### config.mk
export PLATFORM = sky130hd
export DESIGN_NAME = mux4_rr_arbiter_flat
export DESIGN_NICKNAME = d
export VERILOG_FILES = /design/src/rtl/mux4_rr_arbiter_pkg.sv /design/src/rtl/mux4_rr_arbiter_if.sv /design/src/rtl/mux4_rr_arbiter_mux_4_1.sv /design/src/rtl/mux4_rr_arbiter.sv /design/src/flat_wrapper.sv
export SDC_FILE = /design/constraint.sdc
export NUM_CORES = 1
export LEC_CHECK = 0
export ABC_AREA = 1
export CORE_MARGIN = 2
export CORE_UTILIZATION = 30
export DETAILED_ROUTE_END_ITERATION = 16
export PLACE_DENSITY_LB_ADDON = 0.25
export RECOVER_POWER = 100
export SETUP_SLACK_MARGIN = 0.5
export SYNTH_ARGS = -nofsm -noshare
export SYNTH_HDL_FRONTEND = slang
export SYNTH_SLANG_ARGS = --single-unit
export TNS_END_PERCENT = 5
### constraint.sdc
create_clock -name clk -period 3.94 [get_ports clk]
set_input_delay 0.394 -clock clk [delete_from_list [all_inputs] [get_ports clk]]
set_output_delay 0.394 -clock clk [all_outputs]
set_load 0.02 [all_outputs]
### src/rtl/mux4_rr_arbiter_pkg.sv
// ============================================================================
// mux_arb_pkg : shared constants, FSM state type and round-robin helpers. Rev 1.0
// ============================================================================
`default_nettype none

package mux_arb_pkg;

  localparam int NUM_REQ = 4;
  localparam int SEL_W   = 2;

  typedef enum logic {
    IDLE  = 1'b0,
    GRANT = 1'b1
  } state_t;

  // Winner is the first set bit after 'last', wrapping 3 -> 0; returns 'last' if none.
  function automatic logic [SEL_W-1:0] rr_pick(input logic [NUM_REQ-1:0] req,
                                               input logic [SEL_W-1:0]   last);
    logic [SEL_W-1:0] idx;
    logic             found;
    rr_pick = last;
    found   = 1'b0;
    for (int i = 1; i <= NUM_REQ; i++) begin
      idx = last + SEL_W'(i);
      if (!found && req[idx]) begin
        rr_pick = idx;
        found   = 1'b1;
      end
    end
  endfunction

  function automatic logic [NUM_REQ-1:0] onehot(input logic [SEL_W-1:0] idx);
    onehot = NUM_REQ'(1) << idx;
  endfunction

endpackage

`default_nettype wire

### src/rtl/mux4_rr_arbiter_if.sv
// ============================================================================
// mux4_rr_arbiter_if : requester/arbiter bus; MUX_ARB_LOCK_EN adds lock. Rev 1.0
// ============================================================================
`default_nettype none

interface mux4_rr_arbiter_if #(
  parameter int DW = 1
);
  import mux_arb_pkg::*;

  logic [NUM_REQ-1:0] req;
  logic [DW-1:0]      din0;
  logic [DW-1:0]      din1;
  logic [DW-1:0]      din2;
  logic [DW-1:0]      din3;
  logic [NUM_REQ-1:0] gnt;
  logic               s1;
  logic               s0;
  logic [DW-1:0]      dout;
  logic               valid;
`ifdef MUX_ARB_LOCK_EN
  logic               lock;
`endif

  modport master (
`ifdef MUX_ARB_LOCK_EN
    output lock,
`endif
    output req, din0, din1, din2, din3,
    input  gnt, s1, s0, dout, valid
  );

  modport slave (
`ifdef MUX_ARB_LOCK_EN
    input  lock,
`endif
    input  req, din0, din1, din2, din3,
    output gnt, s1, s0, dout, valid
  );

endinterface

`default_nettype wire

### src/rtl/mux4_rr_arbiter_mux_4_1.sv
// ============================================================================
// mux_4_1 : single-bit 4:1 mux cell selected by {s1,s0}. Rev 1.0
// ============================================================================
`default_nettype none

module mux_4_1 (
  input  logic i0,
  input  logic i1,
  input  logic i2,
  input  logic i3,
  input  logic s1,
  input  logic s0,
  output logic out
);

  assign out = s1 ? (s0 ? i3 : i2) : (s0 ? i1 : i0);

endmodule

`default_nettype wire

### src/rtl/mux4_rr_arbiter.sv
// ============================================================================
// mux4_rr_arbiter : round-robin owner of a shared 4:1 mux with bounded hold.
// Define MUX_ARB_LOCK_EN to add a lock input that suppresses hold expiry. Rev 1.0
// ============================================================================
`default_nettype none

module mux4_rr_arbiter
  import mux_arb_pkg::*;
#(
  parameter int DW       = 1,
  parameter int HOLD_MAX = 4
) (
  input  logic               clk,
  input  logic               rst,
  mux4_rr_arbiter_if.slave   bus
);

  localparam int               CNT_W   = (HOLD_MAX > 1) ? $clog2(HOLD_MAX) : 1;
  localparam logic [CNT_W-1:0] CNT_MAX = CNT_W'(HOLD_MAX - 1);

  state_t             state, state_n;
  logic [CNT_W-1:0]   cnt, cnt_n;
  logic [SEL_W-1:0]   last, last_n;
  logic [NUM_REQ-1:0] gnt_r, gnt_n;
  logic [SEL_W-1:0]   sel_r, sel_n;
  logic               valid_r, valid_n;
  logic [NUM_REQ-1:0] others;
  logic               take;
  logic [SEL_W-1:0]   take_idx;
  logic               hold_lock;
  logic [DW-1:0]      dout_w;

`ifdef MUX_ARB_LOCK_EN
  assign hold_lock = bus.lock;
`else
  assign hold_lock = 1'b0;
`endif

  // In GRANT, 'last' is the current owner, so masking it yields the competitors.
  assign others = bus.req & ~onehot(last);

  always_comb begin
    state_n  = state;
    cnt_n    = cnt;
    last_n   = last;
    gnt_n    = gnt_r;
    sel_n    = sel_r;
    valid_n  = valid_r;
    take     = 1'b0;
    take_idx = last;

    case (state)
      IDLE: begin
        if (|bus.req) begin
          take     = 1'b1;
          take_idx = rr_pick(bus.req, last);
        end
      end
      GRANT: begin
        if (!bus.req[last]) begin
          if (|others) begin
            take     = 1'b1;
            take_idx = rr_pick(others, last);
          end else begin
            state_n = IDLE;
            gnt_n   = '0;
            valid_n = 1'b0;
            cnt_n   = '0;
          end
        end else if (cnt == CNT_MAX && !hold_lock) begin
          cnt_n = '0;
          if (|others) begin
            take     = 1'b1;
            take_idx = rr_pick(others, last);
          end
        end else if (cnt != CNT_MAX) begin
          cnt_n = cnt + 1'b1;
        end
      end
      default: state_n = IDLE;
    endcase

    if (take) begin
      state_n = GRANT;
      gnt_n   = onehot(take_idx);
      sel_n   = take_idx;
      valid_n = 1'b1;
      cnt_n   = '0;
      last_n  = take_idx;
    end
  end

  always_ff @(posedge clk or posedge rst) begin
    if (rst) begin
      state   <= IDLE;
      cnt     <= '0;
      last    <= SEL_W'(NUM_REQ - 1);
      gnt_r   <= '0;
      sel_r   <= '0;
      valid_r <= 1'b0;
    end else begin
      state   <= state_n;
      cnt     <= cnt_n;
      last    <= last_n;
      gnt_r   <= gnt_n;
      sel_r   <= sel_n;
      valid_r <= valid_n;
    end
  end

  assign bus.gnt   = gnt_r;
  assign bus.s1    = sel_r[1];
  assign bus.s0    = sel_r[0];
  assign bus.valid = valid_r;

  for (genvar k = 0; k < DW; k++) begin : g_mux_bit
    mux_4_1 u_mux (
      .i0  (bus.din0[k]),
      .i1  (bus.din1[k]),
      .i2  (bus.din2[k]),
      .i3  (bus.din3[k]),
      .s1  (sel_r[1]),
      .s0  (sel_r[0]),
      .out (dout_w[k])
    );
  end

  assign bus.dout = dout_w;

endmodule

`default_nettype wire
### src/flat_wrapper.sv
// flat-port wrapper written by rule: the top's interface ports become plain ports
module mux4_rr_arbiter_flat import mux_arb_pkg::*;
#(
  parameter int DW       = 1,
  parameter int HOLD_MAX = 4
)
  (clk, rst, bus_req, bus_din0, bus_din1, bus_din2, bus_din3, bus_gnt, bus_s1, bus_s0, bus_dout, bus_valid);
  mux4_rr_arbiter_if #(.DW(DW)) bus_i ();
  input  logic clk;
  input  logic rst;
  input wire logic [$bits(bus_i.req)-1:0] bus_req;
  input wire logic [$bits(bus_i.din0)-1:0] bus_din0;
  input wire logic [$bits(bus_i.din1)-1:0] bus_din1;
  input wire logic [$bits(bus_i.din2)-1:0] bus_din2;
  input wire logic [$bits(bus_i.din3)-1:0] bus_din3;
  output wire logic [$bits(bus_i.gnt)-1:0] bus_gnt;
  output wire logic [$bits(bus_i.s1)-1:0] bus_s1;
  output wire logic [$bits(bus_i.s0)-1:0] bus_s0;
  output wire logic [$bits(bus_i.dout)-1:0] bus_dout;
  output wire logic [$bits(bus_i.valid)-1:0] bus_valid;
  assign bus_i.req = bus_req;
  assign bus_i.din0 = bus_din0;
  assign bus_i.din1 = bus_din1;
  assign bus_i.din2 = bus_din2;
  assign bus_i.din3 = bus_din3;
  assign bus_gnt = bus_i.gnt;
  assign bus_s1 = bus_i.s1;
  assign bus_s0 = bus_i.s0;
  assign bus_dout = bus_i.dout;
  assign bus_valid = bus_i.valid;
  mux4_rr_arbiter #(.DW(DW), .HOLD_MAX(HOLD_MAX)) u_core (.clk(clk), .rst(rst), .bus(bus_i));
endmodule
After elaboration in Yosys (flattened, before gate mapping)
Cells that the tools add are included.
{ "totals": {"out_inout_bits": 8, "inputBits": 10, "wordCells": 140, "regBits": 12} }
{ "op_classes": {"bitwise": 3, "n_addsub": 4, "mux": 92, "reduce_logical": 23, "n_shift": 2, "n_lt_le_gt_ge": 4, "eq_ne": 6} }
{ "ops": {"columns": ["operator", "count"], "rows": [
  ["$mux W1", 56],
  ["$mux W2", 22],
  ["$bmux W1 S2", 8],
  ["$mux W4", 4],
  ["$lt A2 B3 Y1 const B", 4],
  ["$logic_and A1 B1 Y1", 9],
  ["$logic_not A1 Y1", 9],
  ["$reduce_or A4 Y1", 2],
  ["$shl A1 B2 Y4 const A", 2],
  ["$reduce_and A3 Y1", 2],
  ["$add A2 B1 Y2 const B", 2],
  ["$add A2 B2 Y2 const B", 2],
  ["$and A4 B4 Y4", 1],
  ["$ne A2 B1 Y1 const B", 2],
  ["$ne A4 B3 Y1 const B", 1],
  ["$not A4 Y4", 1],
  ["$pmux W2 S2", 1],
  ["$ne A3 B1 Y1 const B", 1],
  ["$eq A2 B2 Y1 const B", 1],
  ["$ne A2 B2 Y1 const B", 1],
  ["$pmux W1 S2", 1],
  ["$reduce_bool A2 Y1", 1],
  ["$not A1 Y1", 1]
]} }

Logic depth before layout (Yosys ltp)
Gate-level depths: netlist of the first run.
{ "depth": {"word_depth": 33, "mapped_depth": 17, "ltp_nobuf": 16} }

Cells and area by module
From an unflattened synthesis of the first run, not the netlist that was laid out.
{ "unflattened": {"cells_unflattened": 162, "area_unflattened_um2": 1101.1} }
{ "by_module_without_submodules": {"columns": ["mod", "cells_each", "n_inst", "seq_area_each_um2", "area_each_um2"], "rows": [
  ["mux4_rr_arbiter", 149, 1, 302.8, 1049.8],
  ["mux_4_1", 13, 1, 0.0, 51.3]
]} }

Worst setup path after synthesis of the first run
OpenSTA, ideal clock, no wires.
{ "synth_path": {"kind": "reg-to-reg", "startpoint": "register u_core.last[1]", "endpoint": "register u_core.gnt_r[2] (netlist: u_core.bus.gnt[2])", "n_path_buf": 1, "required_time_ns": 3.823, "synth_period_minus_slack_ns": 2.121, "path_slack_ns": 1.819, "arrival_ns": 2.004, "path_stages_with_launch": 14, "setup_ns": 0.117, "path_cell_list": "dfstp_2 buf_2 inv_2 ha_1 inv_1 nand3_2 nand2_4 nor2_2 nand2_1 o211ai_1 a21oi_1 nor2_4 nand3_1 nand2_1"} }
{ "synth_between": {"elab_chain_len": 33, "elab_cells_between_ends": 102, "classes_between": "add/sub (3); eq/ne (2); shift (2); mux (72); bitwise (2); reduce/logical (21)"} }
{ "synth_lines": {"columns": ["element", "line_no", "rtl"], "rows": [
  ["start: declaration", "mux4_rr_arbiter.sv:23", "logic [SEL_W-1:0] last, last_n;"],
  ["start signal: assignment", "mux4_rr_arbiter.sv:97", "last <= SEL_W'(NUM_REQ - 1);"],
  ["start signal: assignment", "mux4_rr_arbiter.sv:104", "last <= last_n;"],
  ["branches (longest 33 deep; another with $add A2 B1 Y2)", null, null],
  ["end signal: assignment", "mux4_rr_arbiter.sv:105", "gnt_r <= gnt_n;"],
  ["end: declaration", "mux4_rr_arbiter.sv:24", "logic [NUM_REQ-1:0] gnt_r, gnt_n;"]
]} }
Several ways; the timed one is not identified. The select of a mux whose other input is x is not followed.
A chain may end at the register's enable or synchronous reset.

Worst setup path after layout of the first run
{ "layout_path": {"startpoint": "register u_core.last[0]", "endpoint": "register u_core.gnt_r[3] (netlist: u_core.bus.gnt[3])"} }
The elaborated chain is that of the path after synthesis.

==> flow_metrics.py, run 1 <==
metrics = {
    "pwr": {
        "pwr-share-comb_pct": 71.6,
        "p_sw_share_pct": 55.1,
        "powerDensity_nw_per_um2": 1000,
        "ir_worst_vdd_mv": 0.370,
        "power_frac_seq_pct": 18.6,
        "clockPowerShare_pct": 9.9,
        "p_leak_nw": 0.714,
        "p_switching_mw": 0.752,
        "p_int_mw": 0.613,
    },
    "placed_design": {
        "place.gp.congestion": 0.858,
        "dp_hpwl_um": 2120,
        "io_buffers": 17,
        "dp_cells": 233,
    },
    "logic_synthesis": {
        "synthArstFlopShare_pct": 100,
        "yosysWarnings": 0,
        "synth_top_family_by_area": "simple AND/OR/NAND/NOR gates",
        "avgSynthCellArea_um2": 6.53,
        "synth-seq-cells": 12,
        "synth_edf_count": 0,
        "synthFlopType": "dfrtp_1",
        "synth-simple-area-share_pct": 48.8,
        "synth_most_common_cell": "nand2_1",
        "yosys.cell_types.count": 26,
        "synthMuxAreaShare_pct": 0,
        "synth_compound_area_share_pct": 8.97,
        "synth_nets": 186,
        "synth_xor_area_share_pct": 0,
        "synthTopCellsByArea": "dfrtp_1 (22%), nand2_1 (22%), nand3_1 (13%), ha_1 (5.6%), dfstp_2 (4.7%)",
        "yosysSeqAreaShare_pct": 27.1,
        "synthAdderAreaFrac_pct": 5.61,
        "yosysTopAreaCell": "dfrtp_1",
        "synth_top_area_share_pct": 22.4,
        "postSynthCellCount": 171,
        "ys_top_cells_by_count": "nand2_1 (64), nand3_1 (28), inv_1 (13), dfrtp_1 (10), inv_2 (9)",
        "syn_area_um2": 1120,
    },
    "floorplanning": {
        "die_y_um": 65.0,
        "ioPinCount": 18,
        "start_util_pct": 31.0,
        "dieArea_um2": 4220,
        "die-width_um": 65.0,
        "rows": 22,
        "coreArea_um2": 3610,
    },
    "clock_tree": {
        "htreeDepth": 1,
        "cts_setup_buffers": 0,
        "clockBufferDepth": 2,
        "path_clk_slew_ps": 50,
        "clkSinkCount": 12,
        "numCtsBuffers": 3,
        "cts_root_buf": "clkbuf_8",
        "clkLatencyLatePin_ps": 240,
        "postCtsHoldBufs": 0,
        "post_cts_resized": 0,
        "cts_tree": "done",
    },
    "sta": {
        "min_period_ps": 2910,
        "maxSlewHeadroom_pct": 65.9,
        "setup_tns_ps": 0,
        "fmax_mhz": 343,
        "rsz0062_at_grt": "false",
        "timing_hold_violations_final": 0,
        "tightest_slew_ps": 507,
        "period_share_pct": 73.9,
        "setup_violations": 0,
        "slew_violations": 0,
        "fin_skew_ps": 2.89,
    },
    "detailed_routing": {
        "drt_iter0_markers": 58,
        "wire_per_inst_um": 11.2,
        "dr.pass1.iters": 4,
        "num_vias": 1158,
        "wirelength_um": 2660,
        "vias_per_cell": 4.89,
        "drc": 0,
        "drtAntennaViolNets": 0,
    },
    "min_path": {
        "hold_class": "reg2reg",
    },
    "global_route": {
        "grt_pass1_wl_um": 4770,
        "overflow": 0,
        "grt_pass1_vias": 1124,
        "grt_usage_pct": 14.2,
        "antenna_found_initial": 0,
        "grt_max_degree": 15,
    },
    "layout": {
        "area_growth_pct": 22.3,
        "layout.cells.non_filler": 237,
        "diodes": 0,
        "nets": 205,
        "drive_gt1_share_pct": 14.3,
    },
    "critical_path": {
        "startpoint_type": "flop",
        "critPathMaxFanout": 14,
        "worst_ep_required_time_ps": 4120,
        "criticalPathCategory": "reg2reg",
        "end_kind": "flop",
        "arrival_ps": 3090,
    },
    "flow_run": {
        "drv_cap": 0,
    },
    "outcome": {
        "status": "finished, final reports clean",
    },
}
==> cell families after synthesis <==
kind of cell,count (synthesis)
compound gates,15
simple gates,114
buf+inv,25
fa+ha+maj,5
flops,12
==> layout make-up <==
type	count	area, um2
multi-input combinational	134	694
inverter	22	82.6
sequential	12	303
fill	396	2240
clock buffer	4	55.1
timing repair buffer	17	170
tap	48	60.1
==> layout by cell type (no fill, tap or decap), types with 4 or more instances in the layout <==
| master | synthesis | layout |
|---|---|---|
| clkbuf_8 | 0 | 4 |
| inv_2 | 9 | 7 |
| clkdlybuf4s50_1 | 0 | 7 |
| a21oi_1 | 4 | 4 |
| dlygate4sd3_1 | 0 | 10 |
| inv_1 | 13 | 15 |
| dfrtp_1 | 10 | 10 |
| nand3_1 | 28 | 29 |
| nand2_2 | 5 | 5 |
| nand2_1 | 64 | 65 |
| o21ai_0 | 3 | 4 |
| ha_1 | 5 | 5 |
| nand3_2 | 5 | 4 |
==> state kept, by name, indices dropped and copies added, names as in the netlist <==
register and cells:
u_core.cnt 2, u_core.bus.gnt 4, u_core.last 2, u_core.state 1, u_core.bus.valid 1, u_core.sel_r 2
==> worst max-delay path, stage by stage (launching register included) <==
cell     delay, ps
dfstp_1        790
inv_1          330
ha_1           480
inv_1           90
nand3_1        130
nand2_1        140
inv_1          190
nand2_1         70
nor2_1         130
nor2_2          50
nand3_1         80
nand3_1         70
nand2_1        150
nand3_1         90
nand2_1         70
==> layer usage <==
layer  part of all wire [%]  vias to the layer above  track usage [%]
li1                       -                      589                -
met1                     48                      547             17.9
met2                     49                       17             25.3
met3                    1.9                        5            0.521
met4                    1.4                        0             5.85
met5                      0                        -                0
==> path summary, 6_finish.rpt <==
check	cells after the start	slack (ps)	to	startpoint
max	14	1030	u_core.bus.gnt[3]$_DFFE_PP0P_	u_core.last[0]$_DFFE_PP1P_
min	2	470	u_core.bus.valid$_DFFE_PP0P_	u_core.bus.valid$_DFFE_PP0P_
max reg2reg	14	1030	u_core.bus.gnt[3]$_DFFE_PP0P_	u_core.last[0]$_DFFE_PP1P_
min reg2reg	2	470	u_core.bus.valid$_DFFE_PP0P_	u_core.bus.valid$_DFFE_PP0P_
max in group asynchronous	2	3010	u_core.last[1]$_DFFE_PP1P_	rst
min in group asynchronous	2	600	u_core.bus.gnt[1]$_DFFE_PP0P_	rst
==> through the flow <==
stage | setup slack, ps | instance area, um2 | power [mW] | utilization (%) | hold WS (ps)
6_report | 1030 | 1370 | 1.36 | 37.9 | 473
5_1_grt | 747 | 1370 | 1.53 | 37.9 | 492
3_3_place_gp | 1550 | 1320 | 1.28 | 36.7 | 468
3_5_place_dp | 1520 | 1320 | 1.27 | 36.7 | 462
4_1_cts | 1510 | 1380 | 1.42 | 38.2 | 472
2_1_floorplan | 1820 | 1120 | 1.04 | - | 257
==> power groups by stage <==
stage	Clock, mW	Sequential, mW	Combinational [mW]
after floorplan	0	0.258	0.785
after global placement	0	0.260	1.02
after detailed placement	0	0.260	1.01
after CTS	0.139	0.258	1.02
after global routing	0.145	0.267	1.11
final	0.135	0.253	0.977
Note: power is estimated with default switching activity, not from simulation.
==> inputs of run 2 (changes only) <==
==> constraint.sdc (replaced) <==
create_clock -name clk -period 2.4 [get_ports clk]
set_input_delay 0.24 -clock clk [delete_from_list [all_inputs] [get_ports clk]]
set_output_delay 0.24 -clock clk [all_outputs]
set_load 0.02 [all_outputs]
==> run 2 against run 1 <==
Compared with the run above:
- global-route usage rose by 1.6 points
- die area did not move
- via count rose by 11%
- clock skew rose by 1.1 ps
- critical path type unchanged
- critical endpoint is now u_core.bus.gnt[2]$_DFFE_PP0P_
==> flow_metrics.py, run 2 (synthesis gave the netlist of run 1 again) <==
metrics = {
    "sta": {
        "fmax_mhz": 468,
        "min_period_ps": 2140,
        "rsz0062_at_grt": "true",
        "setup_violations": 0,
        "timing_hold_violations_final": 0,
        "maxSlewHeadroom_pct": 69.2,
        "period_share_pct": 89.1,
        "slew_violations": 0,
        "fin_skew_ps": 4.01,
        "setup_tns_ps": 0,
        "tightest_slew_ps": 461,
    },
    "layout": {
        "layout_common_cells": "nand2_1 (51), buf_4 (17), nand3_2 (15), nand3_1 (15), nand2_2 (14)",
        "mostFrequentLayoutCell": "nand2_1",
        "layout.cells.non_filler": 256,
        "fillers": 338,
        "diodes": 0,
        "largest_reg_flops": 4,
        "nets": 224,
        "drive_gt1_share_pct": 40.9,
        "area_growth_pct": 55.7,
    },
    "critical_path": {
        "arrival_ps": 2270,
        "cp_top_family": "simple AND/OR/NAND/NOR gates",
        "cp_slowest_cell": "dfstp_1",
        "r2r_end": "u_core.bus.gnt[2]$_DFFE_PP0P_",
        "r2r-start": "u_core.last[0]$_DFFE_PP1P_",
        "critPathMaxFanout": 6,
        "worst_ep_required_time_ps": 2530,
        "cp-endpoint": "u_core.bus.gnt[2]$_DFFE_PP0P_",
        "reg2reg_depth": 14,
        "cp_num_buf_inv": 3,
        "regToRegSetupSlack_ps": 260,
        "startpoint_type": "flop",
        "critPathMaxStageDelay_ps": 640,
        "end_kind": "flop",
        "cp.depth": 14,
        "startpoint": "u_core.last[0]$_DFFE_PP1P_",
        "criticalPathCategory": "reg2reg",
        "path_cells": "inv_6 > ha_4 > inv_4 > nand3_4 > nand2_8 > inv_8 > nand2_1 > nor2_1 > nor2_2 > nand3_2 > nand3_2 > nand2_1 > nand3_2 > nand2_1",
    },
    "flow_run": {
        "drv_cap": 0,
    },
    "detailed_routing": {
        "wire_per_inst_um": 13.3,
        "drt_iter0_markers": 49,
        "drtAntennaViolNets": 0,
        "dr.pass1.iters": 4,
        "num_vias": 1287,
        "wirelength_um": 3390,
        "drc": 0,
        "vias_per_cell": 5.03,
    },
    "global_route": {
        "antenna_found_initial": 0,
        "grt_pass1_wl_um": 5350,
        "grt_pass1_vias": 1193,
        "grt_max_degree": 13,
        "grt_usage_pct": 15.9,
        "overflow": 0,
    },
    "placed_design": {
        "io_buffers": 17,
        "place.gp.congestion": 0.786,
        "dp_hpwl_um": 2180,
        "dp_cells": 235,
    },
    "floorplanning": {
        "ioPinCount": 18,
        "start_util_pct": 31.0,
        "rows": 22,
        "coreArea_um2": 3610,
        "dieArea_um2": 4220,
        "die_y_um": 65.0,
        "die-width_um": 65.0,
    },
    "clock_tree": {
        "clkSinkCount": 12,
        "cts_tree": "done",
        "clockBufferDepth": 2,
        "clkLatencyLatePin_ps": 240,
        "path_clk_slew_ps": 60,
        "htreeDepth": 1,
        "postCtsHoldBufs": 0,
        "numCtsBuffers": 3,
        "cts_root_buf": "clkbuf_8",
    },
    "min_path": {
        "hold_class": "in2async",
    },
    "outcome": {
        "status": "finished, final reports clean",
    },
}
[run 2: worst min-delay path by stage]
stage                                                to  slack, ps  cells after the start
after global routing       u_core.bus.valid$_DFFE_PP0P_        500                      2
after detailed placement   u_core.bus.valid$_DFFE_PP0P_        470                      2
after CTS                 u_core.bus.gnt[3]$_DFFE_PP0P_        330                      2
final                     u_core.bus.gnt[3]$_DFFE_PP0P_        440                      2
after floorplan           u_core.bus.gnt[0]$_DFFE_PP0P_        100                      1
after global placement     u_core.bus.valid$_DFFE_PP0P_        460                      2
[run 2: worst reg2reg max path: cells and delay by family, from the launching register on]
kind	cells	cell delay, ps
AND/OR/NAND/NOR	10	920
flip-flops	1	640
adder cells (fa/ha/maj)	1	260
buffers and inverters	3	210
[run 2: layer usage]
| metal | GRT usage (%) | wire length, um |
|---|---|---|
| met1 | 21.1 | 1530 |
| met5 | 0 | 0 |
| met2 | 26.5 | 1650 |
| met4 | 4.79 | 107 |
| met3 | 2.26 | 104 |
[run 2: layout make-up]
class / count / area [um2] / area share (%)
inverter: 22 / 103 / 5.90
multi-input combinational: 134 / 897 / 51.6
clock buffer: 4 / 55.1 / 3.17
tap: 48 / 60.1 / 3.46
timing repair buffer: 36 / 320 / 18.4
sequential: 12 / 303 / 17.4
[run 2: repair_timing]
item,CTS,global route
endpoints found under the setup margin,11,12
endpoints found under the hold margin,0,0
buffers inserted,11,6
gates resized for setup,26,28
pin swaps,14,15
[run 2: per-stage QoR]
stage / instance area [um2] / hold slack, ps / util (%) / setup WS [ps]
6_report: 1740 / 442 / 48.2 / 263
5_1_grt: 1740 / 503 / 48.2 / 121
4_1_cts: 1600 / 328 / 44.4 / 399
3_5_place_dp: 1370 / 465 / 38.0 / 272
3_3_place_gp: 1370 / 463 / 38.0 / 249
2_1_floorplan: 1150 / 103 / - / 470
Power of run 2 is not shown: default switching activity piles up to over one toggle a cycle in this logic, so the estimate is an artifact.
==> inputs of run 3 (changes only) <==
--- a/config.mk
+++ b/config.mk
@@ -6,9 +6,10 @@
 export NUM_CORES = 1
 export LEC_CHECK = 0
 export ABC_AREA = 1
-export CORE_MARGIN = 2
+export CORE_MARGIN = 5
 export CORE_UTILIZATION = 30
 export DETAILED_ROUTE_END_ITERATION = 16
+export HOLD_SLACK_MARGIN = 0.12
 export PLACE_DENSITY_LB_ADDON = 0.25
 export RECOVER_POWER = 100
 export SETUP_SLACK_MARGIN = 0.5
==> run 3 against run 2 <==
Compared with the run above:
- clock skew down 3.0 ps
- maximum frequency up 1.4%
- die area up 19%
- global-route usage down 3.4 points
- register-to-register slack better by 30 ps
- sequential share of layout area up 1.3 points
- cell area down 6.8%
- via count down 7.5%
- worst hold slack better by 7.1 ps
- routed wire length down 12%
- critical path depth unchanged
- critical path type unchanged
- critical endpoint is now u_core.sel_r[0]$_DFFE_PP0P_
==> flow_metrics.py, run 3 (synthesis gave the netlist of run 1 again) <==
metrics = {
    "outcome": {
        "status": "finished, final reports clean",
    },
    "sta": {
        "tightest_slew_ps": 451,
        "fin_skew_ps": 1.05,
        "period_share_pct": 87.8,
        "setup_violations": 0,
        "maxSlewHeadroom_pct": 69.9,
        "setup_tns_ps": 0,
        "rsz0062_at_grt": "true",
        "slew_violations": 0,
        "timing_hold_violations_final": 0,
        "min_period_ps": 2110,
        "fmax_mhz": 474,
    },
    "clock_tree": {
        "cts_root_buf": "clkbuf_8",
        "postCtsHoldBufs": 0,
        "cts_tree": "done",
        "clkLatencyLatePin_ps": 230,
        "clkSinkCount": 12,
        "path_clk_slew_ps": 50,
        "numCtsBuffers": 3,
        "htreeDepth": 1,
        "clockBufferDepth": 2,
    },
    "global_route": {
        "grtUsageMet1_pct": 16.5,
        "grtUsageMet2_pct": 19.8,
        "overflow": 0,
        "grt_pass1_vias": 1151,
        "grt_usage_pct": 12.4,
        "antenna_found_initial": 0,
        "grt_most_used_layer": "met2",
        "grt_pass1_wl_um": 5130,
        "grt_max_degree": 13,
        "gr-usage-met3_pct": 2.41,
    },
    "floorplanning": {
        "die-width_um": 71.0,
        "rows": 22,
        "die_y_um": 71.0,
        "dieArea_um2": 5040,
        "start_util_pct": 30.7,
        "coreArea_um2": 3630,
        "ioPinCount": 18,
    },
    "critical_path": {
        "cp_top_family": "simple AND/OR/NAND/NOR gates",
        "critPathMaxFanout": 8,
        "cp_num_buf_inv": 4,
        "worst_ep_required_time_ps": 2550,
        "regToRegSetupSlack_ps": 290,
        "criticalPathCategory": "reg2reg",
        "arrival_ps": 2260,
        "crit_top_cell": "nand2_1",
        "startpoint_type": "flop",
        "critPathMaxStageDelay_ps": 590,
        "end_kind": "flop",
        "cp_slowest_cell": "dfstp_1",
        "path_cells": "buf_8 > buf_4 > nand2_1 > nand3_1 > nand2_1 > inv_2 > nand2_2 > nand2_1 > inv_2 > nand3_1 > nand2_1 > nand3_1 > nand2_2 > o21ai_0",
    },
    "min_path": {
        "hold_class": "in2async",
    },
    "flow_run": {
        "drv_cap": 0,
    },
    "detailed_routing": {
        "dr.pass1.iters": 4,
        "wire_per_inst_um": 11.9,
        "vias_per_cell": 4.74,
        "wirelength_um": 2980,
        "drc": 0,
        "drtAntennaViolNets": 0,
        "num_vias": 1190,
        "drt_iter0_markers": 99,
    },
    "layout": {
        "area_growth_pct": 45.1,
        "diodes": 0,
        "drive_gt1_share_pct": 33.5,
        "mostFrequentLayoutCell": "nand2_1",
        "fin_util_pct": 44.6,
        "layout_common_cells": "nand2_1 (55), nand3_1 (22), nand2_2 (14)",
        "largest_reg_flops": 4,
        "nets": 219,
    },
    "placed_design": {
        "dp_hpwl_um": 2180,
        "io_buffers": 17,
        "place.gp.congestion": 0.801,
    },
}
-- run 3: cell count changes in the layout (fill, tap and decap cells not counted), moves of 2 or more --
cell,delta
o21ai_1,-2
inv_4,+3
nand2_4,-4
nand3_1,+7
o21ai_0,+2
nand3_2,-7
buf_4,-5
nand2_1,+4
-- run 3: final timing paths --
check,start,endpoint,cells past startpoint
setup reg to reg,u_core.last[0]$_DFFE_PP1P_,u_core.sel_r[0]$_DFFE_PP0P_,14
min in group clk,u_core.bus.gnt[1]$_DFFE_PP0P_,u_core.bus.gnt[1]$_DFFE_PP0P_,2
hold / removal,rst,u_core.bus.gnt[1]$_DFFE_PP0P_,2
setup / recovery,u_core.last[0]$_DFFE_PP1P_,u_core.sel_r[0]$_DFFE_PP0P_,14
max in group asynchronous,rst,u_core.last[1]$_DFFE_PP1P_,2
hold reg to reg,u_core.bus.gnt[1]$_DFFE_PP0P_,u_core.bus.gnt[1]$_DFFE_PP0P_,2
-- run 3: through the flow --
step / cell area [um2] / worst slack [ps] / std cells / hold WS, ps
global route: 1620 / 140 / 251 / 483
global placement: 1380 / 309 / 236 / 465
finish: 1620 / 292 / 251 / 449
floorplan: 1150 / 470 / 171 / 103
detailed placement: 1380 / 326 / 236 / 463
CTS: 1600 / 412 / 251 / 323
-- run 3: layout make-up --
cell class                 count  area, um2
clock buffer                   4       45.0
multi-input combinational    134        832
inverter                      22       92.6
timing repair buffer          31        287
fill                         380       2010
sequential                    12        303
tap                           48       60.1
-- run 3: what timing repair did --
item	CTS	global route
pin swaps	10	8
resized for setup	24	11
setup buffers	11	0
setup endpoints to repair	8	12
-- run 3: per-layer routing --
layer	wire, um	up-vias
li1	-	622
met1	1380	526
met2	1390	36
met3	161	6
met4	52	0
met5	0	-
Power of run 3 is left out for the same reason.
